## config.mk

```make
export PLATFORM = sky130hd
export DESIGN_NAME = hb_decim2_flat
export DESIGN_NICKNAME = d
export VERILOG_FILES = /design/src/rtl/hb_decim2_pkg.sv /design/src/rtl/hb_decim2_if.sv /design/src/rtl/hb_decim2_mac.sv /design/src/rtl/hb_decim2.sv /design/src/flat_wrapper.sv
export SDC_FILE = /design/constraint.sdc
export NUM_CORES = 1
export LEC_CHECK = 0
export CAP_MARGIN = 20
export CORE_MARGIN = 2
export CORE_UTILIZATION = 60
export CTS_CLUSTER_DIAMETER = 80
export DETAILED_ROUTE_END_ITERATION = 10
export PLACE_DENSITY = 0.83
export SYNTH_ARGS = -nofsm -noshare
export SYNTH_HDL_FRONTEND = slang
export SYNTH_SLANG_ARGS = --single-unit
```

## constraint.sdc

```tcl
create_clock -name clk -period 10.6 [get_ports clk]
set_input_delay 2.12 -clock clk [delete_from_list [all_inputs] [get_ports clk]]
set_output_delay 2.12 -clock clk [all_outputs]
set_load 0.02 [all_outputs]
```

## src/rtl/hb_decim2_pkg.sv

```systemverilog
// Shared constants, coefficient table and FSM encoding for the half-band
// decimate-by-2 filter.
package hb_decim2_pkg;

    localparam int NTAPS  = 11;
    localparam int COEF_W = 10;
    localparam int ACC_W  = 28;
    localparam int SHIFT  = 7;
    localparam int TAP_W  = 4;

    // Half-band taps, DC gain 512 (= 2^(SHIFT+2)); odd taps other than the
    // centre are zero but still take a MAC cycle to keep the schedule fixed.
    localparam logic signed [COEF_W-1:0] COEFS [NTAPS] = '{
        10'sd3, 10'sd0, -10'sd25, 10'sd0, 10'sd150, 10'sd256,
        10'sd150, 10'sd0, -10'sd25, 10'sd0, 10'sd3
    };

    // Half-LSB bias applied before the arithmetic shift (round half up).
    localparam logic signed [ACC_W-1:0] RND_BIAS = ACC_W'(1 << (SHIFT - 1));

    typedef enum logic [1:0] {
        ST_IDLE  = 2'd0,
        ST_MAC   = 2'd1,
        ST_ROUND = 2'd2
    } state_t;

endpackage

```

## src/rtl/hb_decim2_if.sv

```systemverilog
// Sample-stream bundle between the CIC3 stage, the half-band decimator and
// its consumer.
interface hb_decim2_if #(
    parameter int DIN_W  = 14,
    parameter int DOUT_W = 16
);

    logic        [DIN_W-1:0]  in_data;
    logic                     in_valid;
    logic signed [DOUT_W-1:0] out_data;
    logic                     out_valid;
    logic                     busy;
    logic                     ovf;

    modport master (
        output in_data,
        output in_valid,
        input  out_data,
        input  out_valid,
        input  busy,
        input  ovf
    );

    modport slave (
        input  in_data,
        input  in_valid,
        output out_data,
        output out_valid,
        output busy,
        output ovf
    );

endinterface

```

## src/rtl/hb_decim2_mac.sv

```systemverilog
// Single multiplier-accumulator: one tap product added per enabled cycle.
module hb_decim2_mac
    import hb_decim2_pkg::*;
#(
    parameter int DIN_W = 14
) (
    input  logic                     clk,
    input  logic                     reset,
    input  logic                     clr,
    input  logic                     en,
    input  logic signed [DIN_W-1:0]  sample,
    input  logic signed [COEF_W-1:0] coef,
    output logic signed [ACC_W-1:0]  acc_p1
);

    logic signed [DIN_W+COEF_W-1:0] prod_p0;
    logic signed [ACC_W-1:0]        prod_ext_p0;

    assign prod_p0     = sample * coef;
    assign prod_ext_p0 = ACC_W'(prod_p0);

    // Accumulator: cleared when a computation starts, then one product per MAC cycle.
    always_ff @(posedge clk or posedge reset) begin
        if (reset) begin
            acc_p1 <= '0;
        end else if (clr) begin
            acc_p1 <= '0;
        end else if (en) begin
            acc_p1 <= acc_p1 + prod_ext_p0;
        end
    end

endmodule

```

## src/rtl/hb_decim2.sv

```systemverilog
// Half-band FIR decimate-by-2 for the CIC3 output stream. Samples are
// offset-binary in, two's complement out. One output is computed for every
// second accepted sample, sequentially over 11 MAC cycles plus one rounding
// cycle. A single holding register absorbs one sample arriving while busy.
module hb_decim2
    import hb_decim2_pkg::*;
#(
    parameter int DIN_W  = 14,
    parameter int DOUT_W = 16
) (
    input  logic        clk,
    input  logic        reset,
    hb_decim2_if.slave  bus
);

    state_t                    state, state_nxt;
    logic        [TAP_W-1:0]   tap_idx;
    logic signed [DIN_W-1:0]   dline [NTAPS];
    logic                      phase;
    logic                      hold_vld;
    logic        [DIN_W-1:0]   hold_data;
    logic                      ovf_q;
    logic                      accept;
    logic        [DIN_W-1:0]   accept_raw;
    logic                      trigger;
    logic                      mac_clr;
    logic                      mac_en;
    logic                      round_en;
    logic signed [ACC_W-1:0]   acc_p1;
    logic signed [DOUT_W-1:0]  out_data_p2;
    logic                      out_vld_p2;

    // Offset binary to two's complement: flip the MSB.
    function automatic logic signed [DIN_W-1:0] to_signed(input logic [DIN_W-1:0] d);
        return {~d[DIN_W-1], d[DIN_W-2:0]};
    endfunction

    // (acc + half LSB) >>> SHIFT; dropping the low bits of a signed value is
    // the arithmetic shift, so only the upper slice is kept.
    function automatic logic signed [ACC_W-SHIFT-1:0] round_shift(input logic signed [ACC_W-1:0] a);
        logic signed [ACC_W-1:0] biased;
        biased = a + RND_BIAS;
        return biased[ACC_W-1:SHIFT];
    endfunction

    // Clamp the rounded value into the DOUT_W signed range.
    function automatic logic signed [DOUT_W-1:0] saturate(input logic signed [ACC_W-SHIFT-1:0] v);
        logic signed [ACC_W-SHIFT-1:0] vmax;
        logic signed [ACC_W-SHIFT-1:0] vmin;
        vmax = (ACC_W-SHIFT)'({1'b0, {(DOUT_W-1){1'b1}}});
        vmin = ~vmax;
        if (v > vmax) begin
            return vmax[DOUT_W-1:0];
        end else if (v < vmin) begin
            return vmin[DOUT_W-1:0];
        end else begin
            return v[DOUT_W-1:0];
        end
    endfunction

    // Accept only in IDLE; a held sample always goes before a new strobe.
    always_comb begin
        accept     = 1'b0;
        accept_raw = bus.in_data;
        if (state == ST_IDLE) begin
            if (hold_vld) begin
                accept     = 1'b1;
                accept_raw = hold_data;
            end else if (bus.in_valid) begin
                accept = 1'b1;
            end
        end
    end

    assign trigger = accept & phase;

    // Holding register and sticky overrun flag.
    always_ff @(posedge clk or posedge reset) begin
        if (reset) begin
            hold_vld  <= 1'b0;
            hold_data <= '0;
            ovf_q     <= 1'b0;
        end else if (state == ST_IDLE) begin
            if (hold_vld) begin
                hold_vld <= bus.in_valid;
                if (bus.in_valid) begin
                    hold_data <= bus.in_data;
                end
            end
        end else if (bus.in_valid) begin
            if (!hold_vld) begin
                hold_vld  <= 1'b1;
                hold_data <= bus.in_data;
            end else begin
                ovf_q <= 1'b1;
            end
        end
    end

    // Delay line and decimation phase advance only on an accepted sample.
    always_ff @(posedge clk or posedge reset) begin
        if (reset) begin
            phase <= 1'b0;
            for (int i = 0; i < NTAPS; i++) begin
                dline[i] <= '0;
            end
        end else if (accept) begin
            phase    <= ~phase;
            dline[0] <= to_signed(accept_raw);
            for (int i = NTAPS - 1; i > 0; i--) begin
                dline[i] <= dline[i-1];
            end
        end
    end

    // FSM state and tap counter registers.
    always_ff @(posedge clk or posedge reset) begin
        if (reset) begin
            state   <= ST_IDLE;
            tap_idx <= '0;
        end else begin
            state <= state_nxt;
            if (mac_clr) begin
                tap_idx <= '0;
            end else if (mac_en) begin
                tap_idx <= tap_idx + 1'b1;
            end
        end
    end

    // FSM next state and datapath controls.
    always_comb begin
        state_nxt = state;
        mac_clr   = 1'b0;
        mac_en    = 1'b0;
        round_en  = 1'b0;
        case (state)
            ST_IDLE: begin
                if (trigger) begin
                    state_nxt = ST_MAC;
                    mac_clr   = 1'b1;
                end
            end
            ST_MAC: begin
                mac_en = 1'b1;
                if (tap_idx == TAP_W'(NTAPS - 1)) begin
                    state_nxt = ST_ROUND;
                end
            end
            ST_ROUND: begin
                round_en  = 1'b1;
                state_nxt = ST_IDLE;
            end
            default: begin
                state_nxt = ST_IDLE;
            end
        endcase
    end

    hb_decim2_mac #(
        .DIN_W (DIN_W)
    ) u_mac (
        .clk    (clk),
        .reset  (reset),
        .clr    (mac_clr),
        .en     (mac_en),
        .sample (dline[tap_idx]),
        .coef   (COEFS[tap_idx]),
        .acc_p1 (acc_p1)
    );

    // Output register: rounded, saturated result with a one-cycle valid strobe.
    always_ff @(posedge clk or posedge reset) begin
        if (reset) begin
            out_data_p2 <= '0;
            out_vld_p2  <= 1'b0;
        end else begin
            out_vld_p2 <= round_en;
            if (round_en) begin
                out_data_p2 <= saturate(round_shift(acc_p1));
            end
        end
    end

    assign bus.out_data  = out_data_p2;
    assign bus.out_valid = out_vld_p2;
    assign bus.busy      = (state != ST_IDLE);
    assign bus.ovf       = ovf_q;

endmodule
```

## src/flat_wrapper.sv

```systemverilog
// flat-port wrapper written by rule: the top's interface ports become plain ports
module hb_decim2_flat import hb_decim2_pkg::*;
#(
    parameter int DIN_W  = 14,
    parameter int DOUT_W = 16
)
  (clk, reset, bus_in_data, bus_in_valid, bus_out_data, bus_out_valid, bus_busy, bus_ovf);
  hb_decim2_if #(.DIN_W(DIN_W), .DOUT_W(DOUT_W)) bus_i ();
  input  logic clk;
  input  logic reset;
  input wire logic [$bits(bus_i.in_data)-1:0] bus_in_data;
  input wire logic [$bits(bus_i.in_valid)-1:0] bus_in_valid;
  output wire logic [$bits(bus_i.out_data)-1:0] bus_out_data;
  output wire logic [$bits(bus_i.out_valid)-1:0] bus_out_valid;
  output wire logic [$bits(bus_i.busy)-1:0] bus_busy;
  output wire logic [$bits(bus_i.ovf)-1:0] bus_ovf;
  assign bus_i.in_data = bus_in_data;
  assign bus_i.in_valid = bus_in_valid;
  assign bus_out_data = bus_i.out_data;
  assign bus_out_valid = bus_i.out_valid;
  assign bus_busy = bus_i.busy;
  assign bus_ovf = bus_i.ovf;
  hb_decim2 #(.DIN_W(DIN_W), .DOUT_W(DOUT_W)) u_core (.clk(clk), .reset(reset), .bus(bus_i));
endmodule
```

======== After elaboration in Yosys (flattened, before gate mapping) ========
Memory sizes are Yosys's and may differ from the RTL's.
Cells that the tools add are included.
cells by class
  $lt $le $gt $ge ......................... 3
  shift-type cells ........................ 0
  equality and inequality tests ........... 7
  multiply operators ...................... 1
  bitwise logic cells ..................... 5
  reduce and logical (&&, ||, !) cells .... 7
  div/mod/pow operators ................... 0
  muxes and demuxes ....................... 30
  $add $sub $neg .......................... 3
operators by type and width
  kind                                                                            number
  14-bit 2-to-1 mux                                                               8
  14-bit binary-select mux with 4-bit select                                      1
  28-bit 2-to-1 mux                                                               2
  16-bit 2-to-1 mux                                                               2
  28-bit by 24-bit adder with 28-bit output                                       1
  28-bit by 8-bit adder with 28-bit output, second input constant                 1
  14-bit by 10-bit multiplier with 24-bit output                                  1
  21-bit by 16-bit > comparator with 1-bit output, second input constant          1
  21-bit by 16-bit less-than comparator with 1-bit output, second input constant  1
  10-bit 2-to-1 mux                                                               2
  1-bit 2-to-1 mux                                                                10
  4-bit 2-to-1 mux                                                                2
  2-bit by 1-bit != test with 1-bit output, second input constant                 3
  3-bit AND reduction                                                             2
  2-bit nonzero test                                                              3
  5-bit >= comparator, second input constant                                      1
  4-bit inverter with 5-bit output                                                1
  4-bit by 1-bit adder with 4-bit output, second input constant                   1
  4-bit == test, second input constant                                            1
  2-bit 2-to-1 mux                                                                2
  2-bit case mux with 2 select lines                                              1
  1-bit inverter                                                                  3
  2-bit by 1-bit == test with 1-bit output, second input constant                 1
  2-bit == test, second input constant                                            1
  4 further kinds                                                                 4
word-level totals
  ROM bits ................................ 160
  latch bits .............................. 0
  input port bits ......................... 17
  word-level logic and storage cells ...... 77
  RAM bits ................................ 0
  memories kept ........................... 1
  register bits after elaboration ......... 222
memories
  memory            depth  width  rd ports  clocked after memory_dff  wr ports  line              text
  (name not given)  16     10     1         0                         0         hb_decim2.sv:168  .coef (COEFS[tap_idx]),

======== Depth between registers and ports, before layout ========
Gate-level depths: netlist of the first run.
  word-level depth ........................ 8
  gate-level depth with buffers ........... 30
  gate-level depth less buffers ........... 26

======== Modules after synthesis ========
A second synthesis of the first run with hierarchy kept.
unflattened totals
  cells, all modules ...................... 1,584
  area, all modules ....................... 16,958.8 sq um
by module, submodules not included
  module         area each (sq um)  times used  cells each  sequential area each (sq um)
  hb_decim2      9,188.8            1           716         4,854.7
  hb_decim2_mac  7,770.0            1           868         700.7

======== Worst setup path after synthesis of the first run ========
Ideal clock, no wire load.
  path type ............................... register to register
  start ................................... register u_core.tap_idx[1]
  end ..................................... register u_core.u_mac.acc_p1[23]
  data arrival time ....................... 6.884 ns
  library setup time ...................... 0.121 ns
  path buffers ............................ 4
  setup slack ............................. 3.595 ns
  data required time ...................... 10.479 ns
  stages on the path, launching flop included .. 31
  cells stage by stage .................... dfrtp_1 -> buf_2 -> buf_2 -> buf_1 -> inv_1 -> ha_1 -> nand2_1 -> a21bo_2 -> inv_1 -> clkbuf_1 -> nor2_1 -> inv_1 -> nand2_1 -> ha_1 -> inv_1 -> fa_1 -> inv_1 -> fa_1 -> fa_1 -> inv_1 -> fa_1 -> inv_1 -> ha_1 -> a21oi_1 -> o21ai_0 -> a21o_1 -> a21oi_1 -> nand2_1 -> a21o_1 -> a211o_1 -> a22o_1
on the way
  longest elaborated chain between the ends .. 8
ends and longest elaborated chain
  what                                                                                        line                                text
  start, declared                                                                             hb_decim2.sv:17                     logic [TAP_W-1:0] tap_idx;
  start signal, assigned                                                                      hb_decim2.sv:126                    tap_idx <= tap_idx + 1'b1;
  4-bit inverter with 5-bit output (implied by the code) (*)                                  hb_decim2.sv:167, hb_decim2.sv:168
  memory read 16 x 10 bit or 14-bit binary-select mux with 4-bit select (tied branches)       --
  10-bit 2-to-1 mux (implied by the code) or 14-bit 2-to-1 mux (tied branches) (2 in series)  hb_decim2.sv:168, hb_decim2.sv:167
  14-bit by 10-bit multiplier with 24-bit output (*)                                          hb_decim2_mac.sv:19                 assign prod_p0 = sample * coef;
  28-bit by 24-bit adder with 28-bit output (*)                                               hb_decim2_mac.sv:29                 acc_p1 <= acc_p1 + prod_ext_p0;
  28-bit 2-to-1 mux (*)                                                                       hb_decim2_mac.sv:28                 end else if (en) begin
  28-bit 2-to-1 mux (*)                                                                       hb_decim2_mac.sv:26                 end else if (clr) begin
  end signal, assigned                                                                        hb_decim2_mac.sv:29
  end, declared                                                                               hb_decim2_mac.sv:13                 output logic signed [ACC_W-1:0] acc_p1
Every way passes the cells marked *; elsewhere a longest branch is shown, timed or not. The select of a mux whose other input is x is not followed.
A chain may end at the register's enable or synchronous reset.

======== Final worst setup path of the first run ========
  start ................................... register u_core.tap_idx[1]
  end ..................................... register u_core.u_mac.acc_p1[25]
The elaborated chain is that of the path after synthesis.

==> impl_metrics.csv, run 1 <==
group,metric,value,unit
cts,cts_tree,"yes",
cts,clkSinkCount,222,
worst_setup_path,rrSetupSlack,2730,ps
synthesis,synth_top_area_share,34.1,%
floorplanning,die_x,169,µm
cts,cts_resized,0,
synthesis,synthTopCellsByArea,"dfrtp_1 (34%), fa_1 (18%), mux2_2 (12%)",
global_route,grt_first_pass_wirelength,56.7,mm
route,drt-pass1-iter-count,5,
global_route,grt_overflow,0,
layout,fin_nets,1737,
layout,diodes,0,
floorplanning,core.rowCount,60,
layout,final_layout_size_suffix_gt1_share,18.6,%
timing,layout_min_cycle_time,7870,ps
worst_setup_path,startpoint_type,"flop",
timing,slew_headroom,31.2,%
cts,cts_made_buffers,25,
layout,final_cell_mix,"inv_1 (232), dfrtp_1 (220), mux2_2 (167)",
route,antenna_left,0,
route,drt_iter0_markers,746,
route,vias_per_cell,5.86,
status,status,"finished clean",
place,io_buffers,35,
synthesis,synth_top_area_cell,"dfrtp_1",
worst_setup_path,cp_common_cell,"fa_1",
worst_setup_path,crit_required,11030,ps
synthesis,ys_seq_area_share,34.1,%
worst_hold_path,min_from,"u_core.bus.ovf",
cts,post-cts-setup-buffer-count,0,
global_route,antenna_found_initial,0,
synthesis,syn_nets,1724,
floorplanning,core-area,26800,µm²
cts,htree_levels,1,
worst_setup_path,crit_buf_inv,3,
worst_hold_path,whs_path_depth,1,
route,num_vias,10815,
layout,syn2layout_area_growth,9.52,%
global_route,grt_pass1_vias,11438,
floorplanning,initial_utilization,60.7,%
layout,fillerInstances,1897,
timing,finalSetupTns,0,ps
worst_setup_path,rr_startpoint,"u_core.tap_idx[1]",
cts,hold_buffers,0,
route,routedWlPerCell,18.2,µm
timing,max_clock_freq,0.127,GHz
synthesis,ys_types,60,
synthesis,synth_flop_cell,"dfrtp_1",
synthesis,ys_async_sr_fraction,100,%
timing,finalSetupViolations,0,
cts,cts_buffer_depth,3,
synthesis,syn_area,16300,µm²
worst_hold_path,hold_class,"flop to flop",
worst_setup_path,crit_chain,"buf_4 > mux2_2 > a221oi_1 > nor3_1 > a21oi_1 > or2_2 > nand2_1 > fa_1 > fa_1 > fa_1 > fa_1 > inv_1 > fa_1 > inv_1 > ha_1 > nand4_1 > nor4b_1 > o21ai_1 > a21oi_1 > o31ai_1 > nor3b_1 > o31ai_1",
floorplanning,die_h,169,µm
synthesis,synth_edf_count,0,
worst_setup_path,reg2reg_to,"u_core.u_mac.acc_p1[25]",
route,totalWireLength,33.6,mm
timing,post-route-period-util,74.2,%
timing,hold_viol_final,0,
floorplanning,die_area,28500,µm²
synthesis,ys_ff_latch,222,
synthesis,yosysWarningCount,0,
timing,worst_slack,2730,ps
cts,clockRootBuffer,"clkbuf_16",
floorplanning,pin_count,36,
timing,tightest_slew,1030,ps
worst_setup_path,slowest_delay,750,ps
synthesis,syn_inst,1473,
worst_setup_path,slowest_stage,"dfrtp_2",
place,place_ws,2810,ps
place,dp.final_hpwl,24.9,mm
worst_setup_path,worstRegToRegCells,22,
timing,finalMaxSlewViolations,0,
worst_setup_path,critPathMaxFanout,26,
layout,final_common_cell,"inv_1",
worst_setup_path,criticalPathCategory,"flop to flop",
worst_setup_path,cp.arrival,8310,ps
timing,rsz0062_at_grt,"false",
worst_hold_path,min_to,"u_core.bus.ovf",
synthesis,avgSynthCellArea,11.0,µm²
layout,fin_util,66.5,%
worst_setup_path,critPathCaptureType,"flop",
cts,clkTransAtPathRegs,60,ps
job,drv_cap,0,
cts,clkLatencyLatePin,550,ps
worst_setup_path,worst_path_dominant_cell_family,"adder cells",
global_route,grt_max_degree,137,
global_route,grt.total_usage,24.6,%
place,gp_congestion,0.894,
timing,skew,9.80,ps
route,drc,0,
## registers in the layout, summed over array words and instances (netlist names)
| name | count |
|---|---|
| u_core.dline | 154 |
| u_core.u_mac.acc_p1 | 28 |
| u_core.bus.out_data | 16 |
| u_core.hold_data | 14 |
| u_core.tap_idx | 4 |
| u_core.state | 2 |
| u_core.bus.out_valid | 1 |
| u_core.bus.ovf | 1 |
| u_core.hold_vld | 1 |
| u_core.phase | 1 |
## stage by stage
stage / std cells / cell area [µm²] / hold WS (ps)
after CTS: 1844 / 17800 / 477
after floorplan: 1473 / 16300 / 455
after global routing: 1846 / 17800 / 507
after detailed placement: 1798 / 16900 / 459
final: 1846 / 17800 / 474
after global placement: 1797 / 16900 / 451
## how the worst max path moves through the flow
stage,start,to,slack (ps),cells past startpoint
after floorplan,reset,u_core.bus.out_data[0],2400,1
after global placement,u_core.tap_idx[1],u_core.u_mac.acc_p1[25],3020,21
after detailed placement,u_core.tap_idx[0],u_core.u_mac.acc_p1[25],2810,24
after CTS,u_core.tap_idx[0],u_core.u_mac.acc_p1[25],2780,24
after global routing,u_core.tap_idx[0],u_core.u_mac.acc_p1[25],2380,24
final,u_core.tap_idx[1],u_core.u_mac.acc_p1[25],2730,22
## area by class of cell
class / instances / area (µm²) / share of cell area [%]
Tap cell: 341 / 427 / 2.39
Multi-Input combinational cell: 953 / 9580 / 53.8
Timing Repair Buffer: 50 / 487 / 2.73
Inverter: 234 / 886 / 4.97
Clock buffer: 28 / 657 / 3.69
Sequential cell: 222 / 5560 / 31.2
Clock inverter: 18 / 228 / 1.28
## per-layer routing
layer	vias up	track usage [%]	wire length, µm
met5	-	0	0
met4	0	8.92	1220
met3	83	3.65	1550
met2	298	41.5	16500
met1	5513	32.8	14400
li1	4921	-	-
## cell usage after synthesis, types with 7 or more instances
master	count
or2_2	14
a22oi_1	14
buf_2	15
mux2_2	167
a221oi_1	12
nor2b_1	8
nor2_1	100
mux4_2	27
fa_1	146
nor3_1	15
clkbuf_1	42
a211oi_1	7
and2_1	17
inv_1	233
nand3_1	21
ha_1	88
xnor2_1	22
a21o_1	13
nand4_1	15
nand2_1	77
xor2_1	20
mux2i_1	20
a21oi_1	47
o21ai_0	31
dfrtp_1	222
## cells by family after synthesis
kind of cell,Yosys count,share of synthesized area [%]
and+or+nand+nor,300,8.80
buffers and inverters,298,7.03
adders and majority gates,235,24.8
DFF,222,34.1
muxes,214,16.5
AOI/OAI and AO/OA,162,6.47
xor gates and xnor gates,42,2.26
Power of run 1 is not shown: default switching activity piles up to over one toggle a cycle in this logic, so the estimate is an artifact.
==> run 2, diff against run 1 <==
Clock period 10.6 ns to 7.7 ns, I/O delays scaled along.
==> run 2 against run 1 <==
Critical path depth up 4; core utilization up 0.18 points; global-route usage up 0.44 points; non-clock buffer count up 11; critical path type unchanged.
==> impl_metrics.csv, run 2 (same netlist as run 1, synthesis figures left out) <==
group,metric,value,unit
status,status,"finished clean",
global_route,grt_overflow,0,
layout,final_layout_size_suffix_gt1_share,18.8,%
cts,post-cts-setup-buffer-count,0,
global_route,grt_first_pass_wirelength,57.3,mm
worst_setup_path,worstRegToRegCells,26,
worst_setup_path,startpoint_type,"flop",
cts,htree_levels,1,
cts,cts_buffer_depth,3,
place,dp.final_hpwl,25.4,mm
worst_setup_path,rr_startpoint,"u_core.tap_idx[1]",
cts,cts_made_buffers,25,
layout,final_common_cell,"inv_1",
worst_setup_path,startpoint,"u_core.tap_idx[1]",
route,drt_iter0_markers,894,
worst_setup_path,crit_required,8160,ps
global_route,grt.total_usage,25.1,%
route,drc,0,
place,io_buffers,35,
floorplanning,core.rowCount,60,
layout,fin_nets,1748,
layout,diodes,0,
timing,rsz0062_at_grt,"false",
cts,clkLatencyLatePin,550,ps
cts,clockRootBuffer,"clkbuf_16",
worst_hold_path,whs_path_depth,1,
floorplanning,die_area,28500,µm²
timing,layout_min_cycle_time,7210,ps
worst_setup_path,criticalPathCategory,"flop to flop",
worst_setup_path,rrSetupSlack,490,ps
place,place_ws,432,ps
place,gp_congestion,0.905,
floorplanning,die_h,169,µm
worst_hold_path,min_to,"u_core.bus.ovf",
layout,final_cell_area,17900,µm²
layout,syn2layout_area_growth,9.82,%
cts,cts_tree,"yes",
floorplanning,pin_count,36,
floorplanning,core-area,26800,µm²
floorplanning,die_x,169,µm
timing,hold_viol_final,0,
route,vias_per_cell,5.83,
timing,fin_hold_ws,470,ps
cts,cts_resized,0,
route,totalWireLength,34.1,mm
global_route,grt_max_degree,171,
timing,slew_headroom,30.2,%
timing,finalSetupViolations,0,
route,routedWlPerCell,18.4,µm
worst_setup_path,cp.arrival,7670,ps
layout,largest_reg_flops,154,
timing,worst_slack,490,ps
timing,finalSetupTns,0,ps
worst_hold_path,hold_class,"flop to flop",
worst_setup_path,reg2reg_to,"u_core.u_mac.acc_p1[26]",
layout,regMostFlops,"u_core.dline",
worst_setup_path,critPathMaxFanout,14,
timing,skew,24.0,ps
route,drt-pass1-iter-count,5,
global_route,antenna_found_initial,0,
route,num_vias,10814,
global_route,grt_pass1_vias,11478,
timing,post-route-period-util,93.6,%
layout,fillerInstances,1912,
cts,hold_buffers,0,
timing,tightest_slew,1040,ps
route,antenna_left,0,
worst_hold_path,min_from,"u_core.bus.ovf",
cts,clkTransAtPathRegs,60,ps
timing,max_clock_freq,0.139,GHz
layout,final_cell_mix,"inv_1 (232), dfrtp_1 (220), mux2_2 (167)",
timing,finalMaxSlewViolations,0,
worst_setup_path,critPathCaptureType,"flop",
job,drv_cap,0,
floorplanning,initial_utilization,60.7,%
place,place_area,17000,µm²
cts,clkSinkCount,222,
==> run 2: worst max path at each step <==
stage / cells after the start / slack, ps / end
after floorplan: 1 / 80 / u_core.bus.out_data[0]
after global placement: 25 / 660 / u_core.u_mac.acc_p1[23]
after detailed placement: 25 / 430 / u_core.u_mac.acc_p1[25]
after CTS: 25 / 390 / u_core.u_mac.acc_p1[25]
after global routing: 25 / 40 / u_core.u_mac.acc_p1[25]
final: 26 / 490 / u_core.u_mac.acc_p1[26]
==> run 2: final cells by class <==
class                      instances  area (µm²)  share of cell area [%]
clock inverter                     6         103                   0.574
multi-input combinational        953        9600                    53.7
sequential                       222        5560                    31.1
inverter                         234         886                    4.96
timing repair buffer              61         571                    3.19
tap                              341         427                    2.39
clock buffer                      38         734                    4.11
==> run 2: critical path, cell delays in order (launching register included) <==
cell,delay [ps]
dfrtp_2,550
buf_4,250
buf_4,190
nor2b_1,60
a211oi_1,250
a21oi_1,70
mux2i_1,140
nor2_1,50
a21oi_1,510
nand2_1,210
fa_1,550
fa_1,560
inv_1,60
fa_1,510
fa_1,540
inv_1,50
fa_1,530
inv_1,40
ha_1,330
o21ai_0,130
nand2b_1,130
a41oi_1,350
o211a_1,230
nor3b_1,80
or2_2,340
o21a_1,220
o211ai_1,180
==> run 2: metrics by stage <==
step                      util [%]  instances
after global placement        63.5       1811
after global routing          66.7       1855
after detailed placement      63.5       1811
after CTS                     66.6       1855
final                         66.7       1855
after floorplan                  -       1473
==> run 2: per-layer routing <==
layer / vias up / routed length (µm) / track usage (%) / share of wire [%]
li1: 4926 / - / - / -
met5: - / 0 / 0 / 0
met2: 309 / 17000 / 42.7 / 50
met3: 73 / 1880 / 4.07 / 5.5
met1: 5506 / 14300 / 33.2 / 42
met4: 0 / 996 / 7.87 / 2.9
Power of run 2 is left out for the same reason.
